`src/rtl/conv_stream_master.sv`:
```
// conv_stream_master: stream master and result collector for the X/F convolution core.
//
// The host preloads an X vector and an F vector through the ld_* port. A start
// pulse in IDLE launches a job: both vectors are streamed over independent
// valid/ready channels (m_*_x, m_*_f) and the core's y stream is sunk into a
// result array the host reads back through rd_addr/rd_data.
//
// Ports:
//   clk, reset            clock, asynchronous active-low reset
//   ld_en/ld_sel/ld_addr/ld_data   host write into X (ld_sel=0) or F (ld_sel=1)
//   start                 launch a job (sampled in IDLE only)
//   busy, done            job in progress, one-cycle end-of-job pulse
//   m_valid_x/m_data_x/m_ready_x   X channel toward the core
//   m_valid_f/m_data_f/m_ready_f   F channel toward the core
//   s_valid_y/s_data_y/s_ready_y   y channel from the core
//   rd_addr/rd_data       combinational result read-back
//   throttle              present only with CONV_MASTER_THROTTLE_EN defined
//
// Optional feature macro: CONV_MASTER_THROTTLE_EN
//   Adds a throttle input. While high, no new valid is raised, a valid that is
//   already up is held until its handshake, and s_ready_y is forced low.
//
// X/F/result storage is deliberately not reset; a reset mid-job aborts the
// job and leaves any partial results in place.

module conv_stream_master #(
    parameter int unsigned DATA_WIDTH_X = 8,
    parameter int unsigned DATA_WIDTH_F = 8,
    parameter int unsigned X_SIZE       = 8,
    parameter int unsigned F_SIZE       = 4,
    parameter int unsigned ACC_SIZE     = 18,
    localparam int unsigned Y_SIZE      = X_SIZE - F_SIZE + 1,
    localparam int unsigned X_AW        = $clog2(X_SIZE),
    localparam int unsigned F_AW        = $clog2(F_SIZE),
    localparam int unsigned Y_AW        = $clog2(Y_SIZE)
) (
    input  logic                    clk,
    input  logic                    reset,
`ifdef CONV_MASTER_THROTTLE_EN
    input  logic                    throttle,
`endif
    input  logic                    ld_en,
    input  logic                    ld_sel,
    input  logic [X_AW-1:0]         ld_addr,
    input  logic [DATA_WIDTH_X-1:0] ld_data,
    input  logic                    start,
    output logic                    busy,
    output logic                    done,
    output logic                    m_valid_x,
    output logic [DATA_WIDTH_X-1:0] m_data_x,
    input  logic                    m_ready_x,
    output logic                    m_valid_f,
    output logic [DATA_WIDTH_F-1:0] m_data_f,
    input  logic                    m_ready_f,
    input  logic                    s_valid_y,
    input  logic [ACC_SIZE-1:0]     s_data_y,
    output logic                    s_ready_y,
    input  logic [Y_AW-1:0]         rd_addr,
    output logic [ACC_SIZE-1:0]     rd_data
);

    // Counters must be able to hold the terminal value (SIZE itself).
    localparam int unsigned XC_W = $clog2(X_SIZE + 1);
    localparam int unsigned FC_W = $clog2(F_SIZE + 1);
    localparam int unsigned YC_W = $clog2(Y_SIZE + 1);

    localparam logic [XC_W-1:0] X_END = XC_W'(X_SIZE);
    localparam logic [FC_W-1:0] F_END = FC_W'(F_SIZE);
    localparam logic [YC_W-1:0] Y_END = YC_W'(Y_SIZE);

    typedef enum logic [1:0] {
        IDLE   = 2'd0,
        STREAM = 2'd1,
        DRAIN  = 2'd2,
        DONE   = 2'd3
    } state_e;

    state_e                  state_q, state_d;
    logic [XC_W-1:0]         x_cnt_q, x_cnt_d;
    logic [FC_W-1:0]         f_cnt_q, f_cnt_d;
    logic [YC_W-1:0]         y_cnt_q, y_cnt_d;
    logic                    busy_q, busy_d;
    logic                    done_q, done_d;
    logic                    m_valid_x_q, m_valid_x_d;
    logic [DATA_WIDTH_X-1:0] m_data_x_q, m_data_x_d;
    logic                    m_valid_f_q, m_valid_f_d;
    logic [DATA_WIDTH_F-1:0] m_data_f_q, m_data_f_d;
    logic                    s_ready_y_q, s_ready_y_d;

    logic [DATA_WIDTH_X-1:0] xreg_q   [X_SIZE];
    logic [DATA_WIDTH_F-1:0] freg_q   [F_SIZE];
    logic [ACC_SIZE-1:0]     result_q [Y_SIZE];

    logic                    x_we, f_we, y_we;
    logic                    x_fire_c, f_fire_c, y_fire_c;
    logic                    thr_c;
    logic                    x_addr_ok_c, f_addr_ok_c;
    logic [X_AW-1:0]         x_idx;
    logic [F_AW-1:0]         f_idx;
    logic [F_AW-1:0]         ld_faddr_c;

    // Throttle source; tied off when the feature is not built.
`ifdef CONV_MASTER_THROTTLE_EN
    assign thr_c = throttle;
`else
    assign thr_c = 1'b0;
`endif

    assign ld_faddr_c  = ld_addr[F_AW-1:0];
    assign x_addr_ok_c = (32'(ld_addr) < X_SIZE);
    assign f_addr_ok_c = (32'(ld_faddr_c) < F_SIZE);

    // Handshakes complete at the next posedge.
    assign x_fire_c = m_valid_x_q & m_ready_x;
    assign f_fire_c = m_valid_f_q & m_ready_f;
    assign y_fire_c = s_valid_y & s_ready_y;

    assign busy      = busy_q;
    assign done      = done_q;
    assign m_valid_x = m_valid_x_q;
    assign m_data_x  = m_data_x_q;
    assign m_valid_f = m_valid_f_q;
    assign m_data_f  = m_data_f_q;
    assign s_ready_y = s_ready_y_q & ~thr_c;

    // Host read-back, out-of-range indices read as zero.
    assign rd_data = (32'(rd_addr) < Y_SIZE) ? result_q[rd_addr] : '0;

    // Next-state, counters and registered-output next values.
    always_comb begin
        state_d     = state_q;
        x_cnt_d     = x_cnt_q;
        f_cnt_d     = f_cnt_q;
        y_cnt_d     = y_cnt_q;
        x_we        = 1'b0;
        f_we        = 1'b0;
        y_we        = 1'b0;
        busy_d      = 1'b0;
        done_d      = 1'b0;
        m_valid_x_d = 1'b0;
        m_data_x_d  = '0;
        m_valid_f_d = 1'b0;
        m_data_f_d  = '0;
        s_ready_y_d = 1'b0;
        x_idx       = '0;
        f_idx       = '0;

        case (state_q)
            IDLE: begin
                if (ld_en) begin
                    if (ld_sel) begin
                        f_we = f_addr_ok_c;
                    end else begin
                        x_we = x_addr_ok_c;
                    end
                end
                if (start) begin
                    state_d = STREAM;
                    x_cnt_d = '0;
                    f_cnt_d = '0;
                    y_cnt_d = '0;
                end
            end
            STREAM: begin
                if (x_fire_c) begin
                    x_cnt_d = x_cnt_q + XC_W'(1);
                end
                if (f_fire_c) begin
                    f_cnt_d = f_cnt_q + FC_W'(1);
                end
                if (y_fire_c) begin
                    y_we    = 1'b1;
                    y_cnt_d = y_cnt_q + YC_W'(1);
                end
                // Skip DRAIN when the last y lands together with the last X/F beat.
                if ((x_cnt_d == X_END) && (f_cnt_d == F_END)) begin
                    state_d = (y_cnt_d == Y_END) ? DONE : DRAIN;
                end
            end
            DRAIN: begin
                if (y_fire_c) begin
                    y_we    = 1'b1;
                    y_cnt_d = y_cnt_q + YC_W'(1);
                end
                if (y_cnt_d == Y_END) begin
                    state_d = DONE;
                end
            end
            DONE: begin
                state_d = IDLE;
            end
            default: begin
                state_d = IDLE;
            end
        endcase

        busy_d      = (state_d != IDLE);
        done_d      = (state_d == DONE);
        s_ready_y_d = ((state_d == STREAM) || (state_d == DRAIN)) && (y_cnt_d < Y_END);

        // X channel: a pending beat is always held; a new beat waits out throttle.
        x_idx = x_cnt_d[X_AW-1:0];
        if ((state_d == STREAM) && (x_cnt_d < X_END) &&
            (!thr_c || (m_valid_x_q && !x_fire_c))) begin
            m_valid_x_d = 1'b1;
            // Bypass a write landing on the same edge as start.
            m_data_x_d  = (x_we && (ld_addr == x_idx)) ? ld_data : xreg_q[x_idx];
        end

        // F channel, same rules as X.
        f_idx = f_cnt_d[F_AW-1:0];
        if ((state_d == STREAM) && (f_cnt_d < F_END) &&
            (!thr_c || (m_valid_f_q && !f_fire_c))) begin
            m_valid_f_d = 1'b1;
            m_data_f_d  = (f_we && (ld_faddr_c == f_idx)) ? ld_data[DATA_WIDTH_F-1:0]
                                                          : freg_q[f_idx];
        end
    end

    // Control and output registers.
    always_ff @(posedge clk or negedge reset) begin
        if (!reset) begin
            state_q     <= IDLE;
            x_cnt_q     <= '0;
            f_cnt_q     <= '0;
            y_cnt_q     <= '0;
            busy_q      <= 1'b0;
            done_q      <= 1'b0;
            m_valid_x_q <= 1'b0;
            m_data_x_q  <= '0;
            m_valid_f_q <= 1'b0;
            m_data_f_q  <= '0;
            s_ready_y_q <= 1'b0;
        end else begin
            state_q     <= state_d;
            x_cnt_q     <= x_cnt_d;
            f_cnt_q     <= f_cnt_d;
            y_cnt_q     <= y_cnt_d;
            busy_q      <= busy_d;
            done_q      <= done_d;
            m_valid_x_q <= m_valid_x_d;
            m_data_x_q  <= m_data_x_d;
            m_valid_f_q <= m_valid_f_d;
            m_data_f_q  <= m_data_f_d;
            s_ready_y_q <= s_ready_y_d;
        end
    end

    // Vector and result storage, intentionally without reset.
    always_ff @(posedge clk) begin
        if (x_we) begin
            xreg_q[ld_addr] <= ld_data;
        end
        if (f_we) begin
            freg_q[ld_faddr_c] <= ld_data[DATA_WIDTH_F-1:0];
        end
        if (y_we) begin
            result_q[y_cnt_q[Y_AW-1:0]] <= s_data_y;
        end
    end

endmodule

```
`config.mk`:
```
export PLATFORM = sky130hd
export DESIGN_NAME = conv_stream_master
export DESIGN_NICKNAME = d
export VERILOG_FILES = /design/src/rtl/conv_stream_master.sv
export SDC_FILE = /design/constraint.sdc
export NUM_CORES = 1
export LEC_CHECK = 0
export CAP_MARGIN = 20
export CORE_MARGIN = 10
export CORE_UTILIZATION = 44
export CTS_CLUSTER_DIAMETER = 150
export DETAILED_ROUTE_END_ITERATION = 12
export PLACE_DENSITY = 0.66
export SYNTH_ARGS = -nofsm -noshare
export SYNTH_HDL_FRONTEND = slang
export SYNTH_SLANG_ARGS = --single-unit
export TNS_END_PERCENT = 1
```
`constraint.sdc`:
```
create_clock -name clk -period 3.2 [get_ports clk]
set_input_delay 0.48 -clock clk [delete_from_list [all_inputs] [get_ports clk]]
set_output_delay 0.48 -clock clk [all_outputs]
set_load 0.02 [all_outputs]
```
**Word level (Yosys, flattened, before mapping)**

Memory sizes are Yosys's and may differ from the RTL's.
Cells that the tools add are included.

- Flip-flop bits (word level): 33
- RAM bits: 186
- Input bits: 40
- Output and inout bits: 39
- Memories: 3

Memories:

| memory | depth | bits a word | read ports | clocked after Yosys merged registers in | wr ports | RTL line | source |
|---|---|---|---|---|---|---|---|
| result_q | 5 | 18 | 1 | 0 | 1 | 92 | `logic [ACC_SIZE-1:0] result_q [Y_SIZE];` |
| xreg_q | 8 | 8 | 1 | 0 | 1 | 90 | `logic [DATA_WIDTH_X-1:0] xreg_q [X_SIZE];` |
| freg_q | 4 | 8 | 1 | 0 | 1 | 91 | `logic [DATA_WIDTH_F-1:0] freg_q [F_SIZE];` |

- Add/sub/neg operators: 3
- $lt $le $gt $ge: 4
- Eq/ne operators: 12
- Multiplexer cells: 39
- Bitwise operators: 3
- Reduce and logical (&&, ||, !) cells: 10

Operators by type and width:

| cell | number |
|---|---|
| 8-bit two-way mux | 4 |
| 3-bit two-way mux | 7 |
| 18-bit two-way mux | 1 |
| 1-bit two-way mux | 17 |
| 4-bit two-way mux | 3 |
| 3-bit equality test (second input constant) | 3 |
| 3-bit < comparator (second input constant) | 3 |
| 3-bit case mux with 3 select lines | 1 |
| 2-bit equality test (second input constant) | 4 |
| 2-bit case mux with 4 select lines | 1 |
| 4-bit case mux with 2 select lines | 1 |
| 3-bit by 1-bit adder with 3-bit output (second input constant) | 2 |
| 1-bit logical AND | 6 |
| 2-bit two-way mux | 3 |
| 3-bit case mux with 2 select lines | 1 |
| 4-bit by 1-bit adder with 4-bit output (second input constant) | 1 |
| 2-bit by 1-bit equality test with 1-bit output (second input constant) | 2 |
| 4-bit equality test (second input constant) | 1 |
| 4-bit < comparator (second input constant) | 1 |
| 1-bit AND | 3 |
| 3-bit equality test | 1 |
| 2-bit equality test | 1 |
| 2-bit zero test | 1 |
| 2-bit nonzero test | 1 |
| 2 further kinds | 2 |

**Logic depth before layout (Yosys ltp)**

- Depth after elaboration: 10
- Gate-level depth with buffers: 13
- Depth with buffers taken out: 12

**Worst setup path after synthesis**

No wires, ideal clock.

- Kind: register to register
- Start point: reg state_q[0]
- End point: mem result_q[4][0], enable pin
- Setup time: 439 ps
- Data arrival time: 2606 ps
- Setup slack: 155 ps
- Stages on the path, launching flop included: 5
- Path buffers: 0
- Clock period less this slack: 3045 ps
- Path through: dfrtp_1 -> inv_1 -> ha_1 -> nand2_1 -> nor4_1

- Longest elaborated chain between the ends: 5
- Elaborated cells on any way between the ends: 6
- Classes of those cells: eq/ne (2); mux (3); reduce/logical (1)

RTL lines:

| element | RTL line | source |
|---|---|---|
| start, declared | 78 | `state_e state_q, state_d;` |
| start signal, assigned | 235 | `state_q <= state_d;` |
| 2-bit equality test / 2-bit by 1-bit equality test with 1-bit output (equally long branches) | 148 | `case (state_q)` |
| 2-bit OR reduction (no line) (*) | -- |  |
| 1-bit two-way mux (*) | -- |  |
| 1-bit two-way mux (*) | 257 | `if (y_we) begin` |
| 1-bit two-way mux (not written as such) (*) | 258 | `result_q[y_cnt_q[Y_AW-1:0]] <= s_data_y;` |
| end, declared | 92 |  |

Every way passes the cells marked *; elsewhere a longest branch is shown, timed or not.

**Worst setup path in the final report**

- Start point: in rd_addr[0]
- End point: out rd_data[12]

- Longest elaborated chain between the ends: 2
- Elaborated cells on any way between the ends: 3
- Classes of those cells: order compare (1); mux (1); memory (1)

RTL lines:

| element | RTL line | source |
|---|---|---|
| start, declared | 58 | `input logic [Y_AW-1:0] rd_addr,` |
| 3-bit < comparator / memory read 5 x 18 bit (equally long branches) | -- |  |
| 18-bit two-way mux (*) | 127 | `assign rd_data = (32'(rd_addr) < Y_SIZE) ? result_q[rd_addr] : '0;` |
| end, declared | 59 | `output logic [ACC_SIZE-1:0] rd_data` |

Marks and branches as above.

==> flow_metrics.py <==
metrics = {
    "logic_synthesis": {
        "synth-edff-count": 186,
        "synth_warnings": 0,
        "synth.top_cell.area_share_pct": 62.1,
        "synthesis.nets": 629,
        "post_synth.cell_area_avg_um2": 15.5,
        "synth_area_um2": 8990,
        "synth_compound_area_share_pct": 4.87,
        "synth_ff_type": "edfxtp_1",
        "synth_cell_types": 54,
        "synth_top_family_by_area": "simple AND/OR/NAND/NOR gates",
        "yosys-mux-area-fraction_pct": 9.49,
        "synthCells": 579,
        "synthXorXnorAreaFrac_pct": 0.779,
        "ys_top_cells_by_area": "edfxtp_1 62%, dfrtp_1 9.2%, mux4_2 6.5%",
        "yosysSeqAreaShare_pct": 71.3,
        "async_flop_share_pct": 15.1,
        "yosys.area.top_type": "edfxtp_1",
        "synth-simple-area-share_pct": 10.5,
        "synth_seq_cells": 219,
        "synthAdderAreaFrac_pct": 1.39,
    },
    "setup_path": {
        "worstRegToRegCells": 9,
        "path_class": "input port to output pin",
        "crit-reg2reg-launch": "state_q[0]$_DFF_PN0_",
        "cp-endpoint": "rd_data[12]",
        "path_max_fanout": 19,
        "endpoint_kind": "output pin",
        "startpoint_type": "input port",
        "critical_path_arrival_ns": 2.54,
        "rrSetupSlack_ns": 0.27,
        "r2r_end": "m_data_x[5]$_DFF_PN0_",
        "crit_start": "rd_addr[0]",
        "required_ns": 2.72,
    },
    "timing": {
        "whs_ns": 0.0311,
        "finalHoldViolCount": 0,
        "setup_tns_ns": 0,
        "finalCritPeriodShare_pct": 94.4,
        "fmax_ghz": 0.331,
        "min_period_ns": 3.02,
        "setup_viol": 0,
        "slew_headroom_pct": 48.4,
        "worst_pin_slew_ns": 0.771,
        "clock_skew_ns": 0.0185,
        "drv_slew": 0,
    },
    "power_and_ir_drop": {
        "peakVddDrop_mv": 0.563,
        "powerDensity_nw_per_um2": 779,
        "leakage_nw": 3.93,
    },
    "placement": {
        "placed_area_um2": 10300,
        "dp_cells": 940,
        "portBuffers": 78,
        "hpwl_mm": 13.2,
        "finalWeightedCongestion": 0.851,
    },
    "global_routing": {
        "grt_usage_pct": 14.6,
        "grt-ovfl-total": 0,
        "antenna_found_initial": 0,
        "grt_pass1_wl_mm": 30.8,
        "grt_pass1_vias": 5583,
        "grt_max_degree": 34,
    },
    "cells_and_area": {
        "syn2layout_area_growth_pct": 22.1,
        "multiInputGateArea_um2": 2460,
        "instances_no_fill": 979,
        "num_antenna_cells": 0,
        "drive_gt1_share_pct": 14.8,
        "nFillCells": 1650,
        "fin_nets": 744,
        "regArea_um2": 6410,
        "fin_area_um2": 11000,
    },
    "routing": {
        "drc": 0,
        "routed_wl_mm": 19.5,
        "via_per_inst": 5.47,
        "drtIter0Drc": 364,
        "routedWlPerCell_um": 19.9,
        "routed-via-count": 5354,
        "postRouteAntennaNets": 0,
        "dr.pass1.iters": 5,
    },
    "clock_network": {
        "cts_tree": "built",
        "clk_latency_ns": 0.51,
        "cts_root_buf": "clkbuf_16",
        "cts-buffers-inserted": 22,
        "clk_pin_slew_worst_paths_ns": 0.06,
        "cts_hold_buf": 0,
        "cts_buffer_depth": 3,
        "clock_sinks": 219,
        "htreeDepth": 1,
    },
    "status": {
        "outcome": "completed",
    },
    "floorplan": {
        "die-area_um2": 26500,
        "rows": 52,
        "core_area_um2": 20200,
        "die_h_um": 163,
        "start_util_pct": 44.6,
        "ios": 79,
        "fp.dieW_um": 163,
    },
    "run": {
        "cap_violations": 0,
    },
    "worst_hold_path": {
        "hp-class": "input port to async pin",
    },
}
Yosys cell counts (4+ instances only):
library cell	n
a21oi_1	6
a22o_1	14
and3_1	4
buf_2	5
clkbuf_1	15
dfrtp_1	33
edfxtp_1	186
ha_1	10
inv_1	12
mux2i_1	22
mux4_2	26
nand2_1	73
nand3_1	50
nand4_1	13
nor2_1	28
nor3_1	7
o21a_1	4
o21ai_0	4
o21ai_1	7
xnor2_1	5
where the power goes:
group          total, mW  leakage (nW)  switching, mW  internal [mW]
clock               2.32         0.312          0.992           1.32
combinational       2.72          1.51           1.59           1.13
sequential          3.52          2.10          0.131           3.39
cells in the final DEF (no fill, tap or decap), types with 4 or more instances in the layout:
master and instances:
edfxtp_1 186, clkdlybuf4s50_1 77, nand2_1 73, nand3_1 50
buf_4 35, dfrtp_1 33, nor2_1 28, mux4_2 26
mux2i_1 22, clkbuf_16 22, a22o_1 14, nand4_1 13
inv_1 12, clkbuf_1 11, ha_1 10, o21ai_1 8
nor3_1 7, a21oi_1 6, xnor2_1 5, o21a_1 4
and3_1 4
routing by layer:
metal	GRT usage, %	vias up	part of all wire, %
li1	-	2468	-
met1	18.8	2695	43
met2	24.9	163	49
met3	2.98	28	5.6
met4	3.44	0	2.0
met5	0	-	0
through the flow:
stage | total power [mW] | util (%) | setup WS, ns
floorplan | 5.27 | - | 0.155
global placement | 6.20 | 51.2 | 0.0413
detailed placement | 6.29 | 51.2 | -0.101
CTS | 8.61 | 54.4 | 0.145
global route | 8.99 | 54.4 | -0.0127
finish | 8.56 | 54.4 | 0.178
layout make-up:
type,instances,area share [%]
clock buffers,35,5.64
clock inverters,4,0.262
inverters,13,0.444
multi-input cells,323,22.4
flip-flops and latches,219,58.4
well taps,270,3.08
repair buffers,115,9.82
logic make-up (layout without fill, tap and decap cells):
family                   count (synthesis)  in the layout
multiplexers                            52             52
AO/OA/AOI/OAI                           54             54
XOR/XNOR                                 8              8
flip-flops                             219            219
AND/OR/NAND/NOR                        199            199
adder cells (fa/ha/maj)                 10             10
buffers and inverters                   37            167
flip-flops by register name, summed over array words and instances, names as in the netlist:
signal     cells
m_valid_f      1
f_cnt_q        3
m_valid_x      1
result_q      90
done           1
x_cnt_q        4
m_data_x       8
state_q        2
xreg_q        64
y_cnt_q        3
freg_q        32
m_data_f       8
s_ready_y      1
busy           1
timing repair:
action                                  4_1_cts  5_1_grt
buffers inserted                              0        0
endpoints found under the setup margin        0        7
gates resized for setup                       0        3
endpoints found under the hold margin         0        0
critical path, stage by stage:
cell,delay [ns]
clkdlybuf4s50_1,0.51
buf_12,0.21
mux4_2,0.51
mux2i_1,0.19
nor2_1,0.07
clkdlybuf4s50_1,0.56
worst min-delay path by stage:
stage,endpoint,slack [ns]
final,m_data_f[7]$_DFF_PN0_,0.03
after CTS,m_data_f[7]$_DFF_PN0_,0.06
after global placement,f_cnt_q[2]$_DFF_PN0_,0.54
after detailed placement,f_cnt_q[2]$_DFF_PN0_,0.55
after global routing,m_data_x[6]$_DFF_PN0_,0.09
after floorplan,busy$_DFF_PN0_,0.18
No activity file was read; power rests on OpenSTA's default activity.
